==> src/rtl/equal_scheduler.sv <==
// Shares one bit-serial equality engine between two four-phase requesters.
// Compares one operand bit per cycle, LSB first, stopping at the first mismatch.
module equal_scheduler #(
  parameter int WIDTH = 8
) (
  input  logic             clk,
  input  logic             rst,
  input  logic             req0,
  input  logic [WIDTH-1:0] x0,
  input  logic [WIDTH-1:0] y0,
  input  logic             req1,
  input  logic [WIDTH-1:0] x1,
  input  logic [WIDTH-1:0] y1,
  output logic             ack0,
  output logic             ack1,
  output logic             equal,
  output logic             notEqual,
  output logic             busy
);

  localparam int IDX_W = (WIDTH > 1) ? $clog2(WIDTH) : 1;
  localparam logic [IDX_W-1:0] IDX_LAST = IDX_W'(WIDTH - 1);

  typedef enum logic [1:0] {IDLE, COMPARE, DONE} state_t;

  state_t           state_q, state_d;
  logic             grant_q, grant_d;
  logic             last_q, last_d;
  logic [IDX_W-1:0] idx_q, idx_d;
  logic [WIDTH-1:0] xs_q, xs_d, ys_q, ys_d;
  logic             ack0_q, ack0_d, ack1_q, ack1_d;
  logic             eq_q, eq_d, ne_q, ne_d;
  logic             busy_q, busy_d;

  logic greq, win, any_req, bit_diff, at_last;

  assign greq     = grant_q ? req1 : req0;
  assign any_req  = req0 | req1;
  // On a tie the side that was not served last wins; otherwise whoever asks.
  assign win      = (req0 && req1) ? ~last_q : req1;
  assign bit_diff = xs_q[idx_q] ^ ys_q[idx_q];
  assign at_last  = (idx_q == IDX_LAST);

  always_ff @(posedge clk) begin
    if (rst) begin
      state_q <= IDLE;
      grant_q <= 1'b0;
      last_q  <= 1'b1;
      idx_q   <= '0;
      ack0_q  <= 1'b0;
      ack1_q  <= 1'b0;
      eq_q    <= 1'b0;
      ne_q    <= 1'b0;
      busy_q  <= 1'b0;
    end else begin
      state_q <= state_d;
      grant_q <= grant_d;
      last_q  <= last_d;
      idx_q   <= idx_d;
      ack0_q  <= ack0_d;
      ack1_q  <= ack1_d;
      eq_q    <= eq_d;
      ne_q    <= ne_d;
      busy_q  <= busy_d;
    end
  end

  // Operand latches carry no control meaning, so they are left out of reset.
  always_ff @(posedge clk) begin
    xs_q <= xs_d;
    ys_q <= ys_d;
  end

  always_comb begin
    state_d = state_q;
    unique case (state_q)
      IDLE:    if (any_req) state_d = COMPARE;
      COMPARE: begin
        if (!greq)                    state_d = IDLE;
        else if (bit_diff || at_last) state_d = DONE;
      end
      DONE:    if (!greq) state_d = IDLE;
      default: state_d = IDLE;
    endcase
  end

  always_comb begin
    grant_d = grant_q;
    last_d  = last_q;
    idx_d   = idx_q;
    xs_d    = xs_q;
    ys_d    = ys_q;
    ack0_d  = ack0_q;
    ack1_d  = ack1_q;
    eq_d    = eq_q;
    ne_d    = ne_q;
    unique case (state_q)
      IDLE: begin
        if (any_req) begin
          grant_d = win;
          xs_d    = win ? x1 : x0;
          ys_d    = win ? y1 : y0;
          idx_d   = '0;
        end
      end
      COMPARE: begin
        if (!greq) begin
          last_d = grant_q;
        end else if (bit_diff || at_last) begin
          ne_d   = bit_diff;
          eq_d   = ~bit_diff;
          ack0_d = ~grant_q;
          ack1_d = grant_q;
        end else begin
          idx_d = idx_q + 1'b1;
        end
      end
      DONE: begin
        if (!greq) begin
          ack0_d = 1'b0;
          ack1_d = 1'b0;
          eq_d   = 1'b0;
          ne_d   = 1'b0;
          last_d = grant_q;
        end
      end
      default: ;
    endcase
    busy_d = (state_d != IDLE);
  end

  assign ack0     = ack0_q;
  assign ack1     = ack1_q;
  assign equal    = eq_q;
  assign notEqual = ne_q;
  assign busy     = busy_q;

endmodule

==> config.mk <==
export PLATFORM = sky130hd
export DESIGN_NAME = equal_scheduler
export DESIGN_NICKNAME = d
export VERILOG_FILES = /design/src/rtl/equal_scheduler.sv
export SDC_FILE = /design/constraint.sdc
export NUM_CORES = 1
export LEC_CHECK = 0
export BUFFER_PORTS_ARGS = -buffer_cell sky130_fd_sc_hd__buf_2
export CAP_MARGIN = 0
export CORE_ASPECT_RATIO = 0.9
export CORE_MARGIN = 4
export CORE_UTILIZATION = 30
export DETAILED_ROUTE_END_ITERATION = 8
export PLACE_DENSITY = 0.47
export SLEW_MARGIN = 20
export SYNTH_ARGS = -nofsm -noshare
export SYNTH_HDL_FRONTEND = slang
export SYNTH_SLANG_ARGS = --single-unit
==> constraint.sdc <==
create_clock -name clk -period 5.55 [get_ports clk]
set_clock_uncertainty 0.2 [all_clocks]
set_input_delay 0.555 -clock clk [delete_from_list [all_inputs] [get_ports clk]]
set_output_delay 0.555 -clock clk [all_outputs]
set_load 0.005 [all_outputs]
* After elaboration in Yosys (flattened, before gate mapping) *
Index checks and enable logic that the tools add are counted.
Widths: inputs -> output; s select.

storage, ports and cells
  register bits after elaboration = 28
  input port bits = 36

operators by class
  order comparisons = 1
  bitwise operators = 6
  add/subtract/negate cells = 1
  multiplexer cells = 30
  reductions and logical operators = 11
  eq/ne operators = 8

operator list
  cell                 count
  $mux 8               2
  $mux 1               13
  $ne 2x2->1 const B   5
  $mux 3               3
  $mux 2               4
  $pmux 1 s2           4
  $reduce_and 4->1     2
  $bmux 1 s3           2
  $pmux 2 s3           1
  $pmux 3 s2           1
  $reduce_bool 2->1    3
  $lt 3x4->1 const B   1
  $not 1->1            4
  $reduce_and 2->1     2
  $add 3x1->3 const B  1
  $eq 3x3->1 const B   1
  $eq 2x1->1 const B   1
  $eq 2x2->1 const B   1
  $logic_not 2->1      1
  $reduce_or 2->1      1
  $logic_and 1x1->1    1
  $logic_or 1x1->1     1
  $or 1x1->1           1
  $xor 1x1->1          1

* Longest topological paths before layout *
Gate-level depths: netlist of the first run.

  depth after elaboration = 8
  gate-level depth with buffers = 8
  gate-level depth less buffers = 7

* Least setup slack after synthesis of the first run *
OpenSTA, ideal clock, no wires.

  path kind = input to register
  from = input req1
  to = register xs_q[5], data pin
  setup slack = 3.332 ns
  data required time = 5.090 ns
  arrival = 1.758 ns
  stages on the path = 4
  library setup time = 0.260 ns
  path through = inv_1 -> a21oi_1 -> clkbuf_1 -> mux2_2

on the way
  word-level cells in the longest chain between the ends = 3

RTL lines
  what                  RTL line  source
  from (decl)           11        input logic req1,
  $logic_and 1x1->1     40        assign win = (req0 && req1) ? ~last_q : req1;
  $mux 1 *              40
  $mux 8 *              101       xs_d = win ? x1 : x0;
  to (signal assigned)  70        xs_q <= xs_d;
  to (decl)             30        logic [WIDTH-1:0] xs_q, xs_d, ys_q, ys_d;

Mark *: on every way between the ends. The rest lies on a longest branch, timed or not.
A chain may end at the register's enable or synchronous reset.

* Final worst setup path of the first run *
  from = register idx_q[0]
  to = register idx_q[0]

on the way
  word-level cells in the longest chain between the ends = 6

RTL lines
  what                               RTL line  source
  from (decl)                        29        logic [IDX_W-1:0] idx_q, idx_d;
  from (signal assigned)             59        idx_q <= idx_d;
  $bmux 1 s3                         41        assign bit_diff = xs_q[idx_q] ^ ys_q[idx_q];
  $mux 1 (not written as such)       41
  $xor 1x1->1                        41
  $logic_or 1x1->1                   109       end else if (bit_diff || at_last) begin
  $ne 2x2->1 (no source line)        -
  $reduce_and 4->1 (no source line)  -

Several ways; a longest one is shown, not always the timed one. The select of a mux whose other input is x is not followed.

==> results of run 1 <==
kinds of logic after synthesis:
logic type                 count (synthesis)
muxes                                     26
DFF                                       28
adders and majority gates                  6
xor gates and xnor gates                   2
AOI/OAI and AO/OA                         19
buffers and inverters                     10
and+or+nand+nor                           26
worst paths after layout:
path	start	slack [ns]	endpoint	cells after the start
worst min-delay path	ack1	0.26	ack1	2
worst max register to register	idx_q[0]	3.07	idx_q[0]	5
worst max-delay path	idx_q[0]	3.07	idx_q[0]	5
worst min register to register	ack1	0.26	ack1	2
cell usage after synthesis:
| master | n |
|---|---|
| xor2_2 | 1 |
| a211oi_2 | 1 |
| mux2_4 | 1 |
| mux2i_1 | 2 |
| edfxtp_1 | 16 |
| nand2_1 | 3 |
| mux4_1 | 4 |
| xnor2_1 | 1 |
| nor2_1 | 10 |
| o31a_2 | 1 |
| clkbuf_1 | 2 |
| o21ai_0 | 3 |
| a21o_1 | 1 |
| a21oi_1 | 5 |
| a2111oi_0 | 1 |
| buf_6 | 1 |
| a22o_1 | 3 |
| mux2i_2 | 1 |
| buf_2 | 1 |
| a21oi_2 | 1 |
| ha_1 | 6 |
| nor2b_1 | 3 |
| nor3b_1 | 2 |
| nor4_1 | 2 |
| o22ai_1 | 1 |
| nor3_1 | 4 |
| dfxtp_1 | 12 |
| mux2i_4 | 1 |
| o21a_1 | 2 |
| inv_1 | 6 |
| mux2_2 | 17 |
| nand2b_1 | 2 |
critical path, cell delays in order (launching register included):
cell and delay (ns):
dfxtp_1 0.52, mux4_1 0.62, mux2i_2 0.26, xor2_2 0.15, nor4_1 0.43, mux2_2 0.25
layout make-up:
type,instances,share of cell area (%)
Clock buffer,3,2.25
Timing Repair Buffer,41,11.3
Multi-Input combinational cell,79,39.8
Sequential cell,28,39.3
Inverter,6,1.23
Tap cell,65,4.43
Clock inverter,1,1.64
stage by stage:
stage               util, %  hold WS, ns  power, mW  std cells
global placement       36.5        0.250      0.382        219
finish                 37.9        0.262      0.540        223
global route           37.9        0.292      0.571        223
floorplan                 -        0.254      0.349        117
CTS                    37.9        0.271      0.549        223
detailed placement     36.5        0.257      0.384        219
flip-flops by register name (all words and copies together) (netlist names), 2 cells and up:
signal,flops
ys_q,8
state_q,2
xs_q,8
idx_q,3
power breakdown:
group          switching (mW)  total (mW)  leakage (nW)  internal (mW)
registers              0.0104       0.261         0.256          0.251
clock network          0.0655       0.162        0.0357         0.0966
logic                  0.0587       0.116         0.459         0.0575
total                   0.135       0.540         0.750          0.405
cells in the final DEF (no fill, tap or decap), drive strengths merged, types with 4 or more instances in the layout:
master,n
dfxtp,12
nor2,10
a21oi,6
buf,41
mux2i,4
edfxtp,16
mux4,4
ha,6
mux2,18
nor3,4
inv,6
routing by layer:
layer / track usage (%) / wire [um]
met5: 0 / 0
met2: 15.6 / 1400
met3: 3.11 / 161
met4: 2.77 / 14
met1: 13.1 / 1320
==> results.md, run 1 <==
* RSZ-0062 raised after global routing: false
* Fin crit share at 44.6%
* WP data arrival at 2.50 ns
* XOR/XNOR Fraction of Synth Area at under 10%
* H-tree levels at 1
* Filler cells at about 490
* Slew Limit Fails at 0
* Sequential share of the synthesized area at 48.1%
* Post-synthesis mux area share at 24.6%
* Post-route setup slack at 3.07 ns
* Final hold violations at 0
* Fin area at 1830 sq um
* Post-Synthesis Cells at between 100 and 150
* Routed Antenna Nets at 0
* WP data required at 5.58 ns
* Initial Util at between 30 and 40%
* Synthesized flop and latch total at 28
* Post-CTS Hold Fix Bufs at 0
* Final setup fails at 0
* Highest Clock Rate at between 400 and 500 MHz
* DR vias at around 1000
* N_diodes at 0
* GPL Wtd Cong at approximately 0.7
* WS Path Type: register to register
* Cell area after synthesis at 1500 sq um
* Area Overhead vs Synth at 22.5%
* CTS tree: yes
* Remaining Overflow, GRT at 0
* Max transition margin at 48.4%
* Skew-Pair Late Insertion Delay at 0.28 ns
* Max_cap viols at 0
* Layout Nets at between 200 and 250
* Clk pin slew, worst setup/hold paths at 0.10 ns
* Die Y-Extent at ~75 um
* Inserted Clock Buffers at 3
* Setup Slack @ Placement at 3.10 ns
* Syn_nets at 159
* Post-synth top area share at 32.1%
* Wire per inst at approximately 13 um
* HP Class: register to register
* Setup total negative slack at 0 ns
* Synth area leader: edfxtp_1
* IO Count at 41
* Final min period at 2.48 ns
* Post-Synth Simple-Gate Area at 8.52%
* Largest net degree at the start of global routing at 19
* Post-cts sizing count at 0
* Max clock buf depth at 2
* Sink Count at 28
* First-pass GRT wire length at around 4700 um
* CTS Root Cell: clkbuf_8
* # rows at 24
* Final wirelength at about 2900 um
* Number of global-route vias before repair at between 1000 and 1500
* Crit-path max FO at 6
* # Post-CTS Setup Buffers at 0
* VDD IR-drop max at 0.127 mV
* Outcome: finished, final reports clean
* Initial antenna violation count at 0
* Core ar. at around 4800 sq um
* DRC at 0
* Multi-input combinational cell area at about 730 sq um
* Placed instance area at 1760 sq um
* Main combinational cell family by area after synthesis: multiplexers
* CP Capture Type: register
* Port buffer count at 40
* Crit path launch type: register
* Die Wd at 82.5 um
* Pwr dens at 294 nW/um^2
* Least-Margin Pin Slew at ~0.77 ns
* Complex-gate fraction of the synthesized area at 9.02%
* Area contributors post-synth: edfxtp_1, dfxtp_1, mux2_2
* GR Util All Layers at 9.86%
* DR vias/cell at 4.67
* Average cell area after synthesis at approximately 13 sq um
* DR iter-0 viols at 44
* Die ar. at 6190 sq um
* Register Area at 721 sq um
* First drt pass iteration count at 4
* Lkg Pwr at 0.750 nW
* Post-detail-place hpwl at 2280 um
* Share of cells above drive strength 1 at 43.7%
* Syn. warnings at 0
* Synth cell types at 32
* Synth Area in Adders at 5.01%
(Power assumes the default switching activity.)
==> inputs of run 2 (changes only) <==
Settings changed: PLACE_DENSITY 0.47 to 0.48.
Clock period 5.55 ns to 2.2 ns, I/O delays scaled along.
==> results.md, run 2 (synthesis gave the netlist of run 1 again) <==
* DRC at 0 (unchanged)
* Placed instance area at 1810 sq um (was 1760 sq um)
* Worst-case hold slack at 0.0420 ns (was 0.262 ns)
* VDD IR-drop max at 0.276 mV (was 0.127 mV)
* Clk pin slew, worst setup/hold paths at 0.10 ns (about the same)
* Pwr dens at 739 nW/um^2 (was 294 nW/um^2)
* Slowest stage delay, CP at 0.53 ns (was 0.62 ns)
* Area Overhead vs Synth at 28.4% (was 22.5%)
* Crit path cell chain: mux4_2, mux2i_4, xor2_2, a21oi_2, mux2_4 (was mux4_1, mux2i_2, xor2_2, nor4_1, mux2_2)
* CP Capture Type: register (unchanged)
* GPL Wtd Cong at 0.719 (was 0.707)
* Share of cells above drive strength 1 at 53.0% (was 43.7%)
* Crit path launch type: register (unchanged)
* Worst hold start: x1[3] (was ack1)
* CTS Root Cell: clkbuf_8 (unchanged)
* Routed Antenna Nets at 0 (unchanged)
* GR Util All Layers at 10.4% (was 9.86%)
* Crit-path max FO at 5 (was 6)
* Final hold violations at 0 (unchanged)
* DR vias at 1034 (was 1042)
* Max_cap viols at 0 (unchanged)
* Slowest CP cell: mux4_2 (was mux4_1)
* Outcome: finished, final reports clean (unchanged)
* Max transition margin at 73.5% (was 48.4%)
* Sink Count at 28 (unchanged)
* Initial Util at 31.0% (unchanged)
* Most common cell after layout, fill and taps aside: buf_2 (unchanged)
* H-tree levels at 1 (unchanged)
* Fin area at 1920 sq um (was 1830 sq um)
* N_diodes at 0 (unchanged)
* CTS tree: yes (unchanged)
* Port buffer count at 40 (unchanged)
* Wire per inst at 13.2 um (was 13.0 um)
* Most frequent cells in the layout: buf_2, mux2_2, edfxtp_1, dfxtp_1, nor2_1 (unchanged)
* Filler cells at 453 (was 485)
* Slew Limit Fails at 0 (unchanged)
* Register Area at 724 sq um (was 721 sq um)
* Fin crit share at 97.2% (was 44.6%)
* Register-to-register setup slack at 0.06 ns (was 3.07 ns)
* # rows at 24 (unchanged)
* Final Util at 39.8% (was 37.9%)
* Largest regs: xs_q x8, ys_q x8, idx_q x3 (unchanged)
* Multi-input combinational cell area at 771 sq um (was 731 sq um)
* Largest net degree at the start of global routing at 18 (was 19)
* Hold Path Sink: xs_q[3] (was ack1)
* First-pass GRT wire length at 4800 um (was 4670 um)
* Die Wd at 82.5 um (unchanged)
* Layout Nets at 207 (was 201)
* Number of global-route vias before repair at 1053 (was 1023)
* Setup Slack @ Placement at -0.167 ns (was 3.10 ns)
* Initial antenna violation count at 0 (unchanged)
* Die ar. at 6190 sq um (unchanged)
* FF-to-FF End: ack0 (was idx_q[0])
* HP Class: primary input to register (was register to register)
* DR iter-0 viols at 28 (was 44)
* Skew-Pair Late Insertion Delay at 0.27 ns (was 0.28 ns)
* Die Y-Extent at 75.0 um (unchanged)
* Max clock buf depth at 2 (unchanged)
* Power Total at 1.42 mW (was 0.540 mW)
* R2R Path Start: idx_q[0] (unchanged)
* # Post-CTS Setup Buffers at 0 (unchanged)
* Final setup fails at 0 (unchanged)
* Remaining Overflow, GRT at 0 (unchanged)
* IO Count at 41 (unchanged)
* Inserted Clock Buffers at 3 (unchanged)
* Final wirelength at 3030 um (was 2900 um)
* First drt pass iteration count at 4 (unchanged)
* Setup total negative slack at 0 ns (unchanged)
* RSZ-0062 raised after global routing: true (was false)
* Hold depth at 2 (unchanged)
* DR vias/cell at 4.52 (was 4.67)
* WP data arrival at 2.11 ns (was 2.50 ns)
* Lkg Pwr at 0.784 nW (was 0.750 nW)
* Post-route setup slack at 0.0614 ns (was 3.07 ns)
* Core ar. at 4830 sq um (unchanged)
* Final min period at 2.14 ns (was 2.48 ns)
* WS Path Type: register to register (unchanged)
* R2r worst-path depth at 5 (unchanged)
* Least-Margin Pin Slew at 0.397 ns (was 0.774 ns)
* WP data required at 2.17 ns (was 5.58 ns)
* Highest Clock Rate at 468 MHz (was 404 MHz)
* Final Non-Filler Cells at 229 (was 223)
* Post-Place Cells at 225 (was 219)
* Post-detail-place hpwl at 2300 um (was 2280 um)
## run 2: critical path, delay by kind of cell, from the launching register on
| family | cells | cell delay [ns] |
|---|---|---|
| DFF | 1 | 0.41 |
| muxes | 3 | 1.07 |
| AOI/OAI and AO/OA | 1 | 0.11 |
| xor gates and xnor gates | 1 | 0.25 |
## run 2: cell type report
class	count	share of cell area, %
Multi-Input combinational cell	79	40.1
Inverter	6	1.17
Clock inverter	1	1.56
Tap cell	65	4.23
Timing Repair Buffer	47	13.1
Clock buffer	3	2.15
Sequential cell	28	37.7
## run 2: how the worst max path moves through the flow
stage                        start        to  slack (ns)  cells past startpoint
after global routing      idx_q[0]      ack0       -0.04                      5
final                     idx_q[0]      ack0        0.06                      5
after floorplan           idx_q[0]      ack0        0.02                      6
after global placement    idx_q[0]     equal       -0.08                      5
after CTS                 idx_q[0]      busy        0.01                      6
after detailed placement  idx_q[0]  idx_q[0]       -0.17                      5
## run 2: report_power, final
| group | internal (mW) | switching [mW] |
|---|---|---|
| Clock | 0.244 | 0.164 |
| Sequential | 0.633 | 0.0301 |
| Combinational | 0.181 | 0.170 |
| Total | 1.06 | 0.364 |
## run 2: timing repair
action                     4_1_cts  5_1_grt
pin swaps                        0        1
setup endpoints to repair        8        8
resized for setup                6       10
hold endpoints to repair         0        0
hold buffers                     0        0
## run 2: per-layer routing
layer  GRT usage (%)  vias to the layer above  share of wire (%)
li1                -                      524                  -
met1            13.8                      486                 46
met2            16.8                       22                 50
met3            1.91                        2                3.5
met4            3.87                        0               0.76
met5               0                        -                  0
==> inputs of run 3 (changes only) <==
Settings changed: MAX_ROUTING_LAYER from default to met4.
==> results.md, run 3 (synthesis gave the netlist of run 1 again) <==
* Outcome: finished, final reports clean (unchanged)
* WP data required at 2.17 ns (about the same)
* Final setup fails at 0 (unchanged)
* Sink Count at 28 (unchanged)
* Fin area at 1920 sq um (unchanged)
* Filler cells at 453 (unchanged)
* Routed Antenna Nets at 0 (unchanged)
* Initial antenna violation count at 0 (unchanged)
* First-pass GRT wire length at 4810 um (was 4800 um)
* Area Overhead vs Synth at 28.4% (unchanged)
* Final wirelength at 3070 um (was 3030 um)
* WS Path Type: register to register (unchanged)
* VDD IR-drop max at 0.277 mV (was 0.276 mV)
* GR Util All Layers at 10.7% (was 10.4%)
* Most common cell after layout, fill and taps aside: buf_2 (unchanged)
* CTS Root Cell: clkbuf_8 (unchanged)
* CTS tree: yes (unchanged)
* Layout Nets at 207 (unchanged)
* # rows at 24 (unchanged)
* Highest Clock Rate at 467 MHz (was 468 MHz)
* Die Wd at 82.5 um (unchanged)
* Fin crit share at 97.4% (was 97.2%)
* Slew Limit Fails at 0 (unchanged)
* CP top delay family: multiplexers (unchanged)
* Pwr dens at 740 nW/um^2 (was 739 nW/um^2)
* Remaining Overflow, GRT at 0 (unchanged)
* Max transition margin at 73.2% (was 73.5%)
* Post-route setup slack at 0.0573 ns (was 0.0614 ns)
* Least-Margin Pin Slew at 0.402 ns (was 0.397 ns)
* WL met1 at 1410 um (was 1400 um)
* Final hold violations at 0 (unchanged)
* Final min period at 2.14 ns (about the same)
* Most frequent cells in the layout: buf_2, mux2_2, edfxtp_1, dfxtp_1, nor2_1 (unchanged)
* Setup Slack @ Placement at -0.167 ns (unchanged)
* Lkg Pwr at 0.784 nW (unchanged)
* Post-CTS Hold Fix Bufs at 0 (unchanged)
* Bufs and invs on worst path at 0 (unchanged)
* HP Class: primary input to register (unchanged)
* Core ar. at 4830 sq um (unchanged)
* Die Y-Extent at 75.0 um (unchanged)
* Crit path launch type: register (unchanged)
* RSZ-0062 raised after global routing: true (unchanged)
* # Post-CTS Setup Buffers at 0 (unchanged)
* WP data arrival at 2.11 ns (about the same)
* Slowest CP cell: mux4_2 (unchanged)
* Placed instance area at 1810 sq um (unchanged)
* Crit path cell chain: mux4_2, mux2i_4, xor2_2, a21oi_2, mux2_4 (unchanged)
* Share of cells above drive strength 1 at 53.0% (unchanged)
* Metal2 WL at 1540 um (was 1500 um)
* Crit-path max FO at 5 (unchanged)
* DR vias at 1032 (was 1034)
* Clk pin slew, worst setup/hold paths at 0.10 ns (about the same)
* IO Count at 41 (unchanged)
* Number of global-route vias before repair at 1056 (was 1053)
* Max clock buf depth at 2 (unchanged)
* Highest routed layer: met4 (unchanged)
* DRC at 0 (unchanged)
* Wire length on met3 at 102 um (was 105 um)
* First drt pass iteration count at 2 (was 4)
* Worst-case hold slack at 0.0394 ns (was 0.0420 ns)
* Max_cap viols at 0 (unchanged)
* Skew-Pair Late Insertion Delay at 0.27 ns (about the same)
* Initial Util at 31.0% (unchanged)
* Power Total at 1.42 mW (about the same)
* Slowest stage delay, CP at 0.53 ns (about the same)
* Largest net degree at the start of global routing at 18 (unchanged)
* Inserted Clock Buffers at 3 (unchanged)
* Die ar. at 6190 sq um (unchanged)
* CP Capture Type: register (unchanged)
* Largest regs: xs_q x8, ys_q x8, idx_q x3 (unchanged)
* N_diodes at 0 (unchanged)
* Port buffer count at 40 (unchanged)
* Wire per inst at 13.4 um (was 13.2 um)
* GPL Wtd Cong at 0.728 (was 0.719)
* Setup total negative slack at 0 ns (unchanged)
* H-tree levels at 1 (unchanged)
* DR vias/cell at 4.51 (was 4.52)
* Post-detail-place hpwl at 2300 um (unchanged)
* DR iter-0 viols at 29 (was 28)
==> run 3: cell counts in the layout (fill, tap and decap cells not counted) <==
No cell type changed its count.
==> run 3: path summary, 6_finish.rpt <==
kind,startpoint,to,slack (ns),cells past startpoint
worst max-delay path,idx_q[0],ack0,0.06,5
worst min-delay path,x1[3],xs_q[3],0.04,2
worst max register to register,idx_q[0],ack0,0.06,5
worst min register to register,ack1,ack1,0.28,2
==> run 3: final cells by class <==
type | count | area, sq um | area share (%)
well taps | 65 | 81.3 | 4.23
multi-input cells | 79 | 771 | 40.1
clock inverters | 1 | 30.0 | 1.56
flip-flops and latches | 28 | 724 | 37.7
clock buffers | 3 | 41.3 | 2.15
repair buffers | 47 | 253 | 13.1
inverters | 6 | 22.5 | 1.17
==> run 3: routing by layer <==
layer	global-route usage, %	vias up
met5	-	-
li1	-	524
met2	16.8	22
met4	3.87	0
met3	1.79	2
met1	13.9	484
==> run 3: metrics by stage <==
stage,utilization [%],instances
final,39.8,229
after global routing,39.8,229
after CTS,39.4,229
after detailed placement,37.4,225
after global placement,37.4,225
after floorplan,-,117
==> run 3: timing repair <==
item                                    CTS  global route
gates resized for setup                   6            10
endpoints found under the setup margin    8             8
pin swaps                                 0             1
==> run 3: power breakdown <==
group,switching [mW],leakage [nW],internal (mW)
combinational,0.171,0.492,0.181
sequential,0.0302,0.257,0.633
clock,0.165,0.0357,0.244
